**config.mk**
```make
export PLATFORM = sky130hd
export DESIGN_NAME = sdram_init_refresh
export DESIGN_NICKNAME = d
export VERILOG_FILES = /design/src/rtl/sdram_pkg.sv /design/src/rtl/sdram_wait_ctr.sv /design/src/rtl/sdram_init_refresh.sv
export SDC_FILE = /design/constraint.sdc
export NUM_CORES = 1
export LEC_CHECK = 0
export BUFFER_PORTS_ARGS = -buffer_cell sky130_fd_sc_hd__buf_2
export CAP_MARGIN = 30
export CORE_MARGIN = 2
export CORE_UTILIZATION = 53
export DETAILED_ROUTE_END_ITERATION = 8
export PLACE_DENSITY_LB_ADDON = 0.25
export SYNTH_ARGS = -nofsm -noshare
export SYNTH_HDL_FRONTEND = slang
export SYNTH_SLANG_ARGS = --single-unit
export TNS_END_PERCENT = 30
```
**constraint.sdc**
```tcl
create_clock -name clk -period 2.7 [get_ports clk]
set_input_delay 0.54 -clock clk [delete_from_list [all_inputs] [get_ports clk]]
set_output_delay 0.54 -clock clk [all_outputs]
set_load 0.005 [all_outputs]
```
**src/rtl/sdram_pkg.sv**
```systemverilog
// Shared SDRAM definitions: command encodings, controller states and small helpers.
// Used by the init/refresh block, the access engine and the command bus mux.
package sdram_pkg;

  // {cs_n, ras_n, cas_n, we_n}
  localparam logic [3:0] CMD_INHIBIT   = 4'b1111;
  localparam logic [3:0] CMD_NOP       = 4'b0111;
  localparam logic [3:0] CMD_ACTIVE    = 4'b0011;
  localparam logic [3:0] CMD_READ      = 4'b0101;
  localparam logic [3:0] CMD_WRITE     = 4'b0100;
  localparam logic [3:0] CMD_PRECHARGE = 4'b0010;
  localparam logic [3:0] CMD_REFRESH   = 4'b0001;
  localparam logic [3:0] CMD_MRS       = 4'b0000;

  // A10 selects "all banks" on PRECHARGE
  localparam int          A10_BIT   = 10;
  localparam logic [12:0] A_PRE_ALL = 13'(1 << A10_BIT);

  typedef enum logic [3:0] {
    ST_PWRUP,
    ST_PRE_ALL,
    ST_INIT_TRP,
    ST_INIT_AR,
    ST_INIT_TRFC,
    ST_MRS,
    ST_TMRD,
    ST_IDLE,
    ST_REF_PRE,
    ST_REF_TRP,
    ST_REF_AR,
    ST_REF_TRFC
  } state_t;

  function automatic int max_int(input int a, input int b);
    return (a > b) ? a : b;
  endfunction

endpackage

```
**src/rtl/sdram_wait_ctr.sv**
```systemverilog
// Loadable down-counter for command spacing and the power-up delay.
// done is high while the count sits at zero; the count holds at zero.
module sdram_wait_ctr #(
  parameter int W = 8
) (
  input  logic         clk,
  input  logic         rst,
  input  logic         load,
  input  logic [W-1:0] load_val,
  output logic         done
);

  localparam logic [W-1:0] ONE = W'(1);

  logic [W-1:0] cnt_q, cnt_d;

  // Next count: a load wins, otherwise step down towards zero and stop there.
  always_comb begin
    // NOTE: every always_comb output gets a default first so no path can infer a latch.
    cnt_d = cnt_q;
    if (load)               cnt_d = load_val;
    else if (cnt_q != '0)   cnt_d = cnt_q - ONE;
  end

  // Count register.
  always_ff @(posedge clk or posedge rst) begin
    // NOTE: sequential state uses non-blocking assignments so all flops update together.
    if (rst) cnt_q <= '0;
    else     cnt_q <= cnt_d;
  end

  assign done = (cnt_q == '0);

endmodule

```
**src/rtl/sdram_init_refresh.sv**
```systemverilog
// SDRAM power-up initialiser and auto-refresh scheduler.
// Owns the command bus during init and during each granted refresh; otherwise
// counts refresh intervals and requests the bus from the access engine.
module sdram_init_refresh
  import sdram_pkg::*;
#(
  parameter int          POWERUP_CYC    = 20000,
  parameter int          TRP_CYC        = 2,
  parameter int          TRFC_CYC       = 7,
  parameter int          TMRD_CYC       = 2,
  parameter int          INIT_REFRESHES = 8,
  parameter int          REFI_CYC       = 780,
  parameter logic [12:0] MODE_REG       = 13'h020
) (
  input  logic        clk,
  input  logic        rst,
  output logic        sd_ck_en,
  output logic        sd_cke,
  output logic [3:0]  sd_cmd,
  output logic [12:0] sd_a,
  output logic [1:0]  sd_ba,
  output logic        bus_own,
  output logic        init_done,
  output logic        ref_req,
  input  logic        ref_gnt,
  output logic        ref_overrun
);

  localparam int TMAX = max_int(max_int(POWERUP_CYC, REFI_CYC),
                                max_int(TRFC_CYC, max_int(TRP_CYC, TMRD_CYC)));
  localparam int TW   = $clog2(TMAX + 1);
  localparam int IW   = (INIT_REFRESHES > 1) ? $clog2(INIT_REFRESHES) : 1;

  // Waits are loaded on the command edge with T-1 so the next command lands exactly T cycles later.
  localparam logic [TW-1:0] PWR_LOAD  = TW'(POWERUP_CYC - 1);
  localparam logic [TW-1:0] TRP_LOAD  = TW'(TRP_CYC - 1);
  localparam logic [TW-1:0] TRFC_LOAD = TW'(TRFC_CYC - 1);
  localparam logic [TW-1:0] TMRD_LOAD = TW'(TMRD_CYC - 1);
  localparam logic [TW-1:0] REFI_LAST = TW'(REFI_CYC - 1);
  localparam logic [TW-1:0] TW_ONE    = TW'(1);
  localparam logic [IW-1:0] AR_LAST   = IW'(INIT_REFRESHES - 1);
  localparam logic [IW-1:0] AR_ONE    = IW'(1);
  localparam logic [2:0]    OWED_MAX  = 3'd7;

  state_t        state_q, state_d;
  logic          sd_ck_en_q, sd_ck_en_d;
  logic          sd_cke_q, sd_cke_d;
  logic [3:0]    sd_cmd_q, sd_cmd_d;
  logic [12:0]   sd_a_q, sd_a_d;
  logic          bus_own_q, bus_own_d;
  logic          init_done_q, init_done_d;
  logic          ref_req_q, ref_req_d;
  logic          ref_overrun_q, ref_overrun_d;
  logic [2:0]    owed_q, owed_d;
  logic [TW-1:0] refi_q, refi_d;
  logic [IW-1:0] ar_cnt_q, ar_cnt_d;

  logic          wc_load;
  logic [TW-1:0] wc_val;
  logic          wc_done;
  logic          tick;
  logic          dec;

  sdram_wait_ctr #(.W(TW)) u_wait (
    .clk      (clk),
    .rst      (rst),
    .load     (wc_load),
    .load_val (wc_val),
    .done     (wc_done)
  );

  // Sequencer: next state, the command for the coming cycle and the wait to start with it.
  always_comb begin
    state_d     = state_q;
    sd_ck_en_d  = 1'b1;
    sd_cke_d    = sd_cke_q;
    sd_cmd_d    = CMD_NOP;
    sd_a_d      = '0;
    bus_own_d   = bus_own_q;
    init_done_d = init_done_q;
    ar_cnt_d    = ar_cnt_q;
    wc_load     = 1'b0;
    wc_val      = '0;
    unique case (state_q)
      ST_PWRUP: begin
        if (!sd_ck_en_q) begin
          wc_load = 1'b1;
          wc_val  = PWR_LOAD;
        end else if (wc_done) begin
          if (!sd_cke_q) begin
            sd_cke_d = 1'b1;
          end else begin
            state_d  = ST_PRE_ALL;
            sd_cmd_d = CMD_PRECHARGE;
            sd_a_d   = A_PRE_ALL;
            wc_load  = 1'b1;
            wc_val   = TRP_LOAD;
          end
        end
      end
      ST_PRE_ALL: state_d = ST_INIT_TRP;
      ST_INIT_TRP: begin
        if (wc_done) begin
          state_d  = ST_INIT_AR;
          sd_cmd_d = CMD_REFRESH;
          wc_load  = 1'b1;
          wc_val   = TRFC_LOAD;
        end
      end
      ST_INIT_AR: state_d = ST_INIT_TRFC;
      ST_INIT_TRFC: begin
        if (wc_done) begin
          wc_load = 1'b1;
          if (ar_cnt_q == AR_LAST) begin
            state_d  = ST_MRS;
            sd_cmd_d = CMD_MRS;
            sd_a_d   = MODE_REG;
            wc_val   = TMRD_LOAD;
          end else begin
            state_d  = ST_INIT_AR;
            sd_cmd_d = CMD_REFRESH;
            ar_cnt_d = ar_cnt_q + AR_ONE;
            wc_val   = TRFC_LOAD;
          end
        end
      end
      ST_MRS: state_d = ST_TMRD;
      ST_TMRD: begin
        if (wc_done) begin
          state_d     = ST_IDLE;
          init_done_d = 1'b1;
          bus_own_d   = 1'b0;
        end
      end
      ST_IDLE: begin
        if (ref_req_q && ref_gnt) begin
          state_d   = ST_REF_PRE;
          bus_own_d = 1'b1;
          sd_cmd_d  = CMD_PRECHARGE;
          sd_a_d    = A_PRE_ALL;
          wc_load   = 1'b1;
          wc_val    = TRP_LOAD;
        end
      end
      ST_REF_PRE: state_d = ST_REF_TRP;
      ST_REF_TRP: begin
        if (wc_done) begin
          state_d  = ST_REF_AR;
          sd_cmd_d = CMD_REFRESH;
          wc_load  = 1'b1;
          wc_val   = TRFC_LOAD;
        end
      end
      ST_REF_AR: state_d = ST_REF_TRFC;
      ST_REF_TRFC: begin
        if (wc_done) begin
          state_d   = ST_IDLE;
          bus_own_d = 1'b0;
        end
      end
      default: state_d = ST_PWRUP;
    endcase
  end

  // Refresh interval timer and owed-refresh bookkeeping; a tick and a refresh on one edge cancel.
  always_comb begin
    tick          = init_done_q && (refi_q == REFI_LAST);
    dec           = (state_d == ST_REF_AR);
    refi_d        = (!init_done_q || tick) ? '0 : refi_q + TW_ONE;
    owed_d        = owed_q;
    ref_overrun_d = ref_overrun_q;
    if (tick && !dec) begin
      if (owed_q == OWED_MAX) ref_overrun_d = 1'b1;
      else                    owed_d        = owed_q + 3'd1;
    end else if (dec && !tick) begin
      owed_d = owed_q - 3'd1;
    end
    ref_req_d = (state_d == ST_IDLE) && (owed_d != 3'd0);
  end

  // State and registered outputs; reset aborts everything and restarts init.
  always_ff @(posedge clk or posedge rst) begin
    if (rst) begin
      state_q       <= ST_PWRUP;
      sd_ck_en_q    <= 1'b0;
      sd_cke_q      <= 1'b0;
      sd_cmd_q      <= CMD_INHIBIT;
      sd_a_q        <= '0;
      bus_own_q     <= 1'b1;
      init_done_q   <= 1'b0;
      ref_req_q     <= 1'b0;
      ref_overrun_q <= 1'b0;
      owed_q        <= '0;
      refi_q        <= '0;
      ar_cnt_q      <= '0;
    end else begin
      state_q       <= state_d;
      sd_ck_en_q    <= sd_ck_en_d;
      sd_cke_q      <= sd_cke_d;
      sd_cmd_q      <= sd_cmd_d;
      sd_a_q        <= sd_a_d;
      bus_own_q     <= bus_own_d;
      init_done_q   <= init_done_d;
      ref_req_q     <= ref_req_d;
      ref_overrun_q <= ref_overrun_d;
      owed_q        <= owed_d;
      refi_q        <= refi_d;
      ar_cnt_q      <= ar_cnt_d;
    end
  end

  assign sd_ck_en    = sd_ck_en_q;
  assign sd_cke      = sd_cke_q;
  assign sd_cmd      = sd_cmd_q;
  assign sd_a        = sd_a_q;
  assign sd_ba       = 2'b00;
  assign bus_own     = bus_own_q;
  assign init_done   = init_done_q;
  assign ref_req     = ref_req_q;
  assign ref_overrun = ref_overrun_q;

endmodule

```
==> results of run 1 <==
==> registers in the layout, summed over array words and instances, names as in the netlist <==
signal,count
sd_cmd,4
ar_cnt_q,3
u_wait.cnt_q,15
ref_overrun,1
bus_own,1
init_done,1
ref_req,1
sd_cke,1
owed_q,3
sd_ck_en,1
sd_a,2
state_q,4
refi_q,15
==> through the flow <==
step	util, %	worst slack [ns]	total power, mW	instances	hold slack [ns]
after CTS	60.5	0.128	1.27	409	0.319
final	60.6	0.124	1.25	409	0.294
after detailed placement	58.8	0.129	0.824	401	0.449
after floorplan	-	0.231	0.827	329	0.447
after global routing	60.6	-0.0500	1.30	409	0.351
after global placement	58.8	0.236	0.823	401	0.451
==> cells by family after synthesis <==
family | count (synthesis) | share of synthesized area (%)
other cells | 2 | 0.259
flops | 52 | 45.1
simple gates | 138 | 25.0
fa+ha+maj | 6 | 2.59
xor+xnor | 24 | 7.25
buf+inv | 36 | 6.47
mux | 5 | 1.81
compound gates | 53 | 11.5
==> power by group <==
part           internal (mW)  switching [mW]
Clock                  0.185           0.255
Sequential             0.781         0.00152
Combinational        0.00441          0.0209
Total                  0.970           0.277
==> cells in the final DEF (no fill, tap or decap), types with 5 or more instances in the layout <==
| cell type | count |
|---|---|
| sky130_fd_sc_hd__dfrtp_1 | 47 |
| sky130_fd_sc_hd__or2_2 | 5 |
| sky130_fd_sc_hd__nor3_1 | 7 |
| sky130_fd_sc_hd__buf_2 | 14 |
| sky130_fd_sc_hd__nand3_1 | 9 |
| sky130_fd_sc_hd__clkbuf_8 | 5 |
| sky130_fd_sc_hd__conb_1 | 15 |
| sky130_fd_sc_hd__xnor2_1 | 12 |
| sky130_fd_sc_hd__dfstp_2 | 5 |
| sky130_fd_sc_hd__buf_4 | 14 |
| sky130_fd_sc_hd__a21oi_1 | 18 |
| sky130_fd_sc_hd__xor2_1 | 12 |
| sky130_fd_sc_hd__nor2_1 | 47 |
| sky130_fd_sc_hd__or3_1 | 6 |
| sky130_fd_sc_hd__inv_1 | 9 |
| sky130_fd_sc_hd__ha_1 | 6 |
| sky130_fd_sc_hd__nand2_1 | 21 |
| sky130_fd_sc_hd__and3_1 | 5 |
| sky130_fd_sc_hd__nor4_1 | 5 |
| sky130_fd_sc_hd__o21ai_0 | 11 |
==> worst paths after layout <==
| path | endpoint | startpoint |
|---|---|---|
| min | refi_q[3]$_DFF_PP0_ | rst |
| max in group asynchronous | bus_own$_DFFE_PP1P_ | rst |
| min in group clk | ref_overrun$_DFFE_PP0P_ | ref_overrun$_DFFE_PP0P_ |
| max | ref_req$_DFF_PP0_ | u_wait.cnt_q[0]$_DFFE_PP0P_ |
| max reg2reg | ref_req$_DFF_PP0_ | u_wait.cnt_q[0]$_DFFE_PP0P_ |
| min reg2reg | ref_overrun$_DFFE_PP0P_ | ref_overrun$_DFFE_PP0P_ |
==> critical path, cell delays in order (launching register included) <==
cell	delay, ns
sky130_fd_sc_hd__dfrtp_1	0.39
sky130_fd_sc_hd__inv_1	0.08
sky130_fd_sc_hd__ha_1	0.20
sky130_fd_sc_hd__nor4b_1	0.32
sky130_fd_sc_hd__and4_1	0.32
sky130_fd_sc_hd__o211ai_1	0.15
sky130_fd_sc_hd__nand4bb_2	0.33
sky130_fd_sc_hd__mux2i_1	0.23
sky130_fd_sc_hd__xnor2_1	0.10
sky130_fd_sc_hd__o41a_1	0.36
==> synthesized netlist by cell type, types with 5 or more instances <==
cell type / instances
sky130_fd_sc_hd__or2_2: 5
sky130_fd_sc_hd__o21ai_0: 11
sky130_fd_sc_hd__xnor2_1: 12
sky130_fd_sc_hd__nand2_1: 21
sky130_fd_sc_hd__nand3_1: 9
sky130_fd_sc_hd__clkbuf_1: 10
sky130_fd_sc_hd__nor3_1: 7
sky130_fd_sc_hd__dfrtp_1: 47
sky130_fd_sc_hd__dfstp_2: 5
sky130_fd_sc_hd__xor2_1: 12
sky130_fd_sc_hd__ha_1: 6
sky130_fd_sc_hd__and3_1: 5
sky130_fd_sc_hd__or3_1: 6
sky130_fd_sc_hd__nor4_1: 5
sky130_fd_sc_hd__inv_1: 10
sky130_fd_sc_hd__buf_4: 13
sky130_fd_sc_hd__nor2_1: 47
sky130_fd_sc_hd__a21oi_1: 18
==> final cells by class <==
type                            instances  area (µm²)  area share (%)
Clock inverter                          2        16.3           0.516
Sequential cell                        52        1310            41.5
Inverter                               10        37.5            1.19
Tap cell                               70        87.6            2.78
Clock buffer                            6        72.6            2.30
Timing Repair Buffer                   28         175            5.55
Multi-Input combinational cell        241        1460            46.2
==> metal layers <==
layer  up-vias  track usage (%)
met5         -                0
met4         0             5.09
met3         5             4.42
met2        48             31.3
met1      1081             28.2
li1       1109                -
==> what timing repair did <==
item	4_1_cts	5_1_grt
buffers inserted	0	0
resized for setup	0	1
endpoints found under the setup margin	0	1
==> flow_summary.rst, run 1 <==
.. list-table::
   :header-rows: 1

   * - Metric
     - Value
   * - Hold bufs inserted after CTS
     - 0
   * - Final Critical Period
     - roughly 2.6 ns
   * - Full die area
     - around 6100 µm²
   * - Detailed-route DRC error count
     - 0
   * - Final setup violating endpoints
     - 0
   * - Post-route fraction of the period consumed by the critical path
     - a little over nine tenths
   * - M1 wire length
     - approximately 2700 µm
   * - Number of buffers inserted by port buffering
     - 14
   * - Max H-tree Level
     - 2
   * - Nature of the critical path endpoint
     - flip-flop
   * - Max-slew violations
     - 0
   * - Clk Latency, worst-skew pair
     - approximately 0.30 ns
   * - Post-synthesis cell type count
     - 54
   * - Count of antenna-violating nets left after detailed routing
     - 0
   * - Total of flip-flops plus latches after synthesis
     - 52
   * - Total GRT Usage
     - between 10% and 20%
   * - Fraction of registers with async set/reset
     - 100%
   * - Count of synthesis-stage warnings from yosys
     - 0
   * - Cells taking the most area after synthesis
     - sky130_fd_sc_hd__dfrtp_1 (41%), sky130_fd_sc_hd__nor2_1 (6.1%), sky130_fd_sc_hd__dfstp_2 (4.5%)
   * - Final hold violation count
     - 0
   * - Crit Path Category
     - flip-flop to flip-flop
   * - Biggest area consumer among synthesized cells
     - sky130_fd_sc_hd__dfrtp_1
   * - Status
     - complete, no violations
   * - Power per cell area
     - between 300 and 400 nW/µm²
   * - Routed wire length
     - 5690 µm
   * - Final weighted congestion in routability-driven placement
     - roughly 0.85
   * - Reported max-cap violation count
     - 0
   * - Die height
     - between 70 and 80 µm
   * - Post-route cell area
     - about 3200 µm²
   * - Half-perimeter wire length of the detailed placement result
     - 4230 µm
   * - Top routing layer in use
     - met4
   * - Tightest slew margin relative to the limit
     - 60.1%
   * - Arr. time, crit path
     - 2.77 ns
   * - Placeable core region
     - between 5000 and 6000 µm²
   * - Area growth, synth to finish
     - 8.80%
   * - TritonCTS clock tree
     - yes
   * - Row count
     - 26
   * - Path type of the worst min-delay path
     - primary input to asynchronous set/reset pin
   * - Register-to-Register Setup Slack
     - between 0.1 and 0.15 ns
   * - Startpoint Class
     - flip-flop
   * - Antenna diode count
     - 0
   * - Largest net degree at the start of global routing
     - 32
   * - Count of boundary I/O pins
     - 28
   * - Total placed instance area
     - around 3100 µm²
   * - Share of Yosys cell area claimed by the top area cell type
     - approximately 40%
   * - Number of clock buffers inserted by TritonCTS
     - 5
   * - Initial antenna violation count
     - 0
   * - Worst-Margin Slew
     - between 0.5 and 0.6 ns
   * - Width of the chip
     - 78.0 µm
   * - Via count of the routed design
     - between 2000 and 2500
   * - Global-route wire length before repair
     - just under 10000 µm
   * - Number of DRC markers after the initial detailed-route iteration
     - between 80 and 90
   * - Initial Util
     - between 50% and 60%
   * - Drt wl/cell
     - 13.9 µm
   * - Highest attainable clock frequency
     - between 300 and 400 MHz
   * - Worst-case vdd ir drop
     - about 0.25 mV
   * - Final layout net count
     - ~350
   * - Maximum buffer depth of the clock tree
     - 2
   * - Layout cells sized above 1
     - about 17%
   * - Required time at the endpoint of the critical path
     - 2.89 ns
   * - Wire length on met2
     - around 2700 µm
   * - Count of flip-flops with a built-in enable after synthesis
     - 0
   * - Met3 wirelength from detailed routing
     - around 220 µm
   * - Residual overflow from global routing
     - 0
   * - Clock-pin transition on the worst setup and hold timing paths
     - 0.10 ns
   * - Max Fanout on Critical Path
     - 5
   * - Vias in the first global route
     - between 2000 and 2500
   * - Sum Neg Setup Slack
     - 0 ns
   * - Number of instances in the synthesized netlist
     - approximately 320
   * - Filler cells
     - ~470
   * - Length of the first detailed-routing pass in iterations
     - 4
   * - Total clock sinks
     - 52
   * - Drt via density
     - 5.48
   * - Leak pwr
     - 1.38 nW
   * - Clock Skews
     - 0.0100 ns
   * - Synth Area per Inst
     - 9.17 µm²
   * - Sequential cell area fraction in the yosys report
     - between 40% and 50%
   * - Cell count of the worst reg-to-reg path
     - 9
   * - Netlist area before placement
     - 2900 µm²
   * - Predominant post-synthesis flop cell
     - sky130_fd_sc_hd__dfrtp_1
   * - Clock tree root driver cell
     - sky130_fd_sc_hd__clkbuf_8
(Power assumes the default switching activity.)
==> run 2: changes to the inputs <==
- CORE_UTILIZATION: 53 -> 40
==> flow_summary.rst, run 2 (synthesis gave the netlist of run 1 again) <==
.. list-table::
   :header-rows: 1

   * - Metric
     - Value
   * - Tightest slew margin relative to the limit
     - between 50% and 60%
   * - Final Critical Period
     - between 2 and 3 ns
   * - Placeable core region
     - 7140 µm²
   * - Count of antenna-violating nets left after detailed routing
     - 0
   * - Width of the chip
     - around 90 µm
   * - RSZ-0062 raised after global routing
     - false
   * - Final layout net count
     - around 350
   * - Most crowded layer after global routing
     - met2
   * - Leak pwr
     - 1.41 nW
   * - Sum Neg Setup Slack
     - 0 ns
   * - Worst hold margin
     - about 0.30 ns
   * - Initial antenna violation count
     - 0
   * - Full die area
     - just under 8000 µm²
   * - Hold bufs inserted after CTS
     - 0
   * - Number of DRC markers after the initial detailed-route iteration
     - about 110
   * - Row count
     - 31
   * - Met1 routing resource usage after global routing
     - roughly 23%
   * - Length of the first detailed-routing pass in iterations
     - 4
   * - Non-filler instance count after layout
     - 440
   * - Power per cell area
     - 414 nW/µm²
   * - Gates resized, CTS repair
     - 0
   * - Residual overflow from global routing
     - 0
   * - Post-CTS setup repair buffer count
     - 0
   * - Max Fanout on Critical Path
     - 7
   * - Arr. time, crit path
     - 2.71 ns
   * - Detailed-route DRC error count
     - 0
   * - Final setup violating endpoints
     - 0
   * - Number of clock buffers inserted by TritonCTS
     - 5
   * - Area growth, synth to finish
     - 12.1%
   * - Setup slack of the critical path after layout
     - around 0.19 ns
   * - Count of boundary I/O pins
     - 28
   * - Highest attainable clock frequency
     - ~400 MHz
   * - Clk Latency, worst-skew pair
     - 0.30 ns
   * - Drt wl/cell
     - around 13 µm
   * - Maximum buffer depth of the clock tree
     - 2
   * - Max-slew violations
     - 0
   * - Cell type group with the largest total delay on the critical path
     - simple AND/OR/NAND/NOR gates
   * - Nature of the critical path endpoint
     - flip-flop
   * - DP Worst Slack
     - approximately 0.083 ns
   * - Antenna diode count
     - 0
   * - TritonCTS clock tree
     - yes
   * - Vias in the first global route
     - about 2000
   * - Largest registers in the final layout
     - refi_q (15), u_wait.cnt_q (15)
   * - Status
     - complete, no violations
   * - Slowest-stage cell, CP
     - sky130_fd_sc_hd__or4_4
   * - Fraction of met2 tracks used by global routing
     - 23.8%
   * - Final weighted congestion in routability-driven placement
     - ~0.85
   * - Filler cells
     - between 700 and 800
   * - Critical path's largest stage delay
     - 0.60 ns
   * - Largest net degree at the start of global routing
     - 29
   * - Reported max-cap violation count
     - 0
   * - Half-perimeter wire length of the detailed placement result
     - 4260 µm
   * - Worst-case vdd ir drop
     - ~0.22 mV
   * - Global-route track usage on met3
     - under 10%
   * - Via count of the routed design
     - between 2000 and 2500
   * - Power consumption
     - ~1.3 mW
   * - Number of buffers inserted by port buffering
     - 14
   * - Global-route wire length before repair
     - roughly 9700 µm
   * - Layout cells sized above 1
     - between 10% and 20%
   * - Worst-Margin Slew
     - approximately 0.6 ns
   * - Final hold violation count
     - 0
   * - Total GRT Usage
     - around 15%
   * - Drt via density
     - 5.06
   * - Routed wire length
     - 5720 µm
   * - Startpoint Class
     - flip-flop
   * - Most frequent cells in the layout
     - sky130_fd_sc_hd__nor2_1 (47), sky130_fd_sc_hd__dfrtp_1 (47), sky130_fd_sc_hd__nand2_1 (21)
   * - Max H-tree Level
     - 2
   * - Die height
     - a little under 90 µm
   * - Number of buffers and inverters on the critical path
     - 0
   * - Clock tree root driver cell
     - sky130_fd_sc_hd__clkbuf_8
   * - Post-route fraction of the period consumed by the critical path
     - between 90% and 100%
   * - Required time at the endpoint of the critical path
     - 2.90 ns
   * - Path type of the worst min-delay path
     - primary input to asynchronous set/reset pin
   * - Crit Path Category
     - flip-flop to flip-flop
   * - Clock-pin transition on the worst setup and hold timing paths
     - 0.09 ns
   * - Placed cell count
     - ~430
   * - Total clock sinks
     - 52
   * - Cell breakdown of the critical path
     - or4_1, or4_4, nor2_8, nand2_2, mux2i_1, xnor2_1, o41a_1
   * - Clock Skews
     - 0.00720 ns
   * - Initial Util
     - around two fifths
==> run 2: worst register-to-register path: cells and delay by family (launching register included) <==
kind / cells / cell delay, ns
and+or+nand+nor: 4 / 1.33
DFF: 1 / 0.43
AOI/OAI and AO/OA: 1 / 0.36
muxes: 1 / 0.17
xor gates and xnor gates: 1 / 0.11
==> run 2: layout make-up <==
type	instances	area, µm²	area share (%)
Clock buffer	6	72.6	2.23
Clock inverter	2	38.8	1.19
Inverter	10	37.5	1.16
Multi-Input combinational cell	241	1470	45.1
Sequential cell	52	1310	40.2
Tap cell	99	124	3.81
Timing Repair Buffer	30	203	6.24
==> run 2: final timing paths <==
kind | cells past startpoint | from | slack [ns] | end
worst max-delay path | 7 | refi_q[2]$_DFF_PP0_ | 0.19 | ref_req$_DFF_PP0_
worst min-delay path | 2 | rst | 0.30 | refi_q[13]$_DFF_PP0_
worst max register to register | 7 | refi_q[2]$_DFF_PP0_ | 0.19 | ref_req$_DFF_PP0_
worst min register to register | 1 | refi_q[0]$_DFF_PP0_ | 0.48 | refi_q[0]$_DFF_PP0_
max in group asynchronous | 3 | rst | 1.79 | sd_cmd[3]$_DFF_PP1_
min in group clk | 1 | refi_q[0]$_DFF_PP0_ | 0.48 | refi_q[0]$_DFF_PP0_
==> run 2: stage by stage <==
stage          utilization (%)  area, µm²
6_report                  45.5       3250
5_1_grt                   45.5       3250
4_1_cts                   45.3       3240
3_5_place_dp              43.8       3120
3_3_place_gp              43.8       3120
2_1_floorplan                -       2950
==> run 2: where the power goes <==
part           total, mW  internal (mW)  switching (mW)
sequential         0.782          0.781         0.00153
clock              0.538          0.280           0.258
combinational     0.0264        0.00541          0.0210
total               1.35           1.07           0.280
==> run 2: routing by layer <==
layer,wire [µm],part of all wire [%],vias to the layer above
li1,-,-,1114
met4,37,0.65,0
met5,0,0,-
met1,2900,51,1053
met3,208,3.6,5
met2,2570,45,54
==> run 3: changes to the inputs <==
- BUFFER_PORTS_ARGS: -buffer_cell sky130_fd_sc_hd__buf_2 -> -buffer_cell sky130_fd_sc_hd__clkbuf_2
- SKIP_CTS_REPAIR_TIMING: default -> 1
- SKIP_LAST_GASP: default -> 1
==> flow_summary.rst, run 3 (synthesis gave the netlist of run 1 again) <==
.. list-table::
   :header-rows: 1

   * - Metric
     - Value
   * - Detailed-route DRC error count
     - 0
   * - Power per cell area
     - 421 nW/µm²
   * - Full die area
     - 7940 µm²
   * - Status
     - complete, no violations
   * - Row count
     - 31
   * - Total clock sinks
     - 52
   * - Largest net degree at the start of global routing
     - 27
   * - Length of the first detailed-routing pass in iterations
     - 4
   * - Highest attainable clock frequency
     - roughly 390 MHz
   * - Area growth, synth to finish
     - 11.6%
   * - Arr. time, crit path
     - about 2.7 ns
   * - Reg2reg start
     - refi_q[2]$_DFF_PP0_
   * - Total placed instance area
     - roughly 3100 µm²
   * - Required time at the endpoint of the critical path
     - 2.89 ns
   * - TritonCTS clock tree
     - yes
   * - Worst flop-to-flop path endpoint
     - ref_req$_DFF_PP0_
   * - Total GRT Usage
     - approximately 16%
   * - Number of buffers inserted by port buffering
     - 14
   * - Maximum buffer depth of the clock tree
     - 2
   * - Antenna diode count
     - 0
   * - Final hold violation count
     - 0
   * - Clock Skews
     - 0.0103 ns
   * - Final Critical Period
     - between 2 and 3 ns
   * - Count of antenna-violating nets left after detailed routing
     - 0
   * - Post-route cell area
     - ~3200 µm²
   * - Leak pwr
     - ~1.4 nW
   * - Placeable core region
     - 7140 µm²
   * - RSZ-0062 raised after global routing
     - true
   * - Residual overflow from global routing
     - 0
   * - Width of the chip
     - between 80 and 90 µm
   * - Number of DRC markers after the initial detailed-route iteration
     - 94
   * - Non-filler instance count after layout
     - 440
   * - Path type of the worst min-delay path
     - primary input to asynchronous set/reset pin
   * - Number of clock buffers inserted by TritonCTS
     - 5
   * - Final weighted congestion in routability-driven placement
     - approximately 0.88
   * - Post-route fraction of the period consumed by the critical path
     - a little over nine tenths
   * - Global-route wire length before repair
     - ~10000 µm
   * - Vias in the first global route
     - 2114
   * - Nature of the critical path endpoint
     - flip-flop
   * - Half-perimeter wire length of the detailed placement result
     - approximately 4300 µm
   * - Cell count of the worst reg-to-reg path
     - 7
   * - Max-slew violations
     - 0
   * - Clock-pin transition on the worst setup and hold timing paths
     - ~0.10 ns
   * - Count of boundary I/O pins
     - 28
   * - Initial Util
     - 40.6%
   * - Startpoint Class
     - flip-flop
   * - Routed wire length
     - around 6000 µm
   * - Drt wl/cell
     - approximately 14 µm
   * - Filler cells
     - ~710
   * - Final layout net count
     - between 300 and 400
   * - Most frequent cells in the layout
     - sky130_fd_sc_hd__nor2_1 (47), sky130_fd_sc_hd__dfrtp_1 (47), sky130_fd_sc_hd__nand2_1 (21)
   * - Reported max-cap violation count
     - 0
   * - Layout cells sized above 1
     - 17.6%
   * - Sum Neg Setup Slack
     - 0 ns
   * - Worst-case vdd ir drop
     - just over 0.3 mV
   * - Final Util
     - a little under half
   * - Power consumption
     - 1.36 mW
   * - Register-to-Register Setup Slack
     - 0.15 ns
   * - Via count of the routed design
     - 2199
   * - Max Fanout on Critical Path
     - 7
   * - Max H-tree Level
     - 2
   * - Final setup violating endpoints
     - 0
   * - Clock tree root driver cell
     - sky130_fd_sc_hd__clkbuf_8
   * - Initial antenna violation count
     - 0
   * - Crit Path Category
     - flip-flop to flip-flop
   * - Largest registers in the final layout
     - refi_q (15), u_wait.cnt_q (15)
   * - Clk Latency, worst-skew pair
     - just over 0.3 ns
   * - Placed cell count
     - between 400 and 500
   * - Drt via density
     - roughly 5.0
   * - Die height
     - 89.1 µm
[run 3: changes by cell type in the layout (fill, tap and decap cells not counted), sizes merged]
cell	before	now
clkbuf	6	20
buf	30	16
[run 3: final cells by class]
cell class	instances	area [µm²]	share of cell area, %
clock buffers	6	72.6	2.24
clock inverters	2	38.8	1.20
inverters	10	37.5	1.16
multi-input cells	241	1460	45.3
flip-flops and latches	52	1310	40.4
well taps	99	124	3.83
repair buffers	30	190	5.88
[run 3: stage by stage]
step	setup slack (ns)	hold WS, ns
2_1_floorplan	0.231	0.447
3_3_place_gp	0.197	0.452
3_5_place_dp	0.0705	0.458
4_1_cts	0.0449	0.114
5_1_grt	-0.0694	0.113
6_report	0.153	0.107
[run 3: report_power, final]
group          leakage (nW)  switching [mW]  internal, mW
Clock                0.0558           0.274         0.281
Sequential            0.630         0.00157         0.781
Combinational         0.719          0.0207       0.00444
Total                  1.40           0.297          1.07
[run 3: worst max path at each step]
stage,to,cells after the start,from
2_1_floorplan,ref_req$_DFF_PP0_,10,u_wait.cnt_q[0]$_DFFE_PP0P_
3_3_place_gp,ref_req$_DFF_PP0_,9,u_wait.cnt_q[0]$_DFFE_PP0P_
3_5_place_dp,ref_req$_DFF_PP0_,9,u_wait.cnt_q[0]$_DFFE_PP0P_
4_1_cts,ref_req$_DFF_PP0_,9,u_wait.cnt_q[0]$_DFFE_PP0P_
5_1_grt,ref_req$_DFF_PP0_,9,u_wait.cnt_q[0]$_DFFE_PP0P_
6_report,ref_req$_DFF_PP0_,7,refi_q[2]$_DFF_PP0_
[run 3: worst max-delay path, cell delays in order (launching register included)]
cell                      delay (ns)
sky130_fd_sc_hd__dfrtp_1        0.45
sky130_fd_sc_hd__or4_1          0.53
sky130_fd_sc_hd__or4_4          0.61
sky130_fd_sc_hd__nor2_8         0.15
sky130_fd_sc_hd__nand2_2        0.05
sky130_fd_sc_hd__mux2i_1        0.16
sky130_fd_sc_hd__xnor2_1        0.10
sky130_fd_sc_hd__o41a_1         0.38
[run 3: layer usage]
metal / vias up / global-route usage [%] / routed length [µm]
met5: - / 0 / 0
met2: 37 / 24.8 / 2690
met1: 1039 / 23.5 / 3020
met3: 4 / 3.60 / 197
li1: 1119 / - / -
met4: 0 / 3.26 / 47
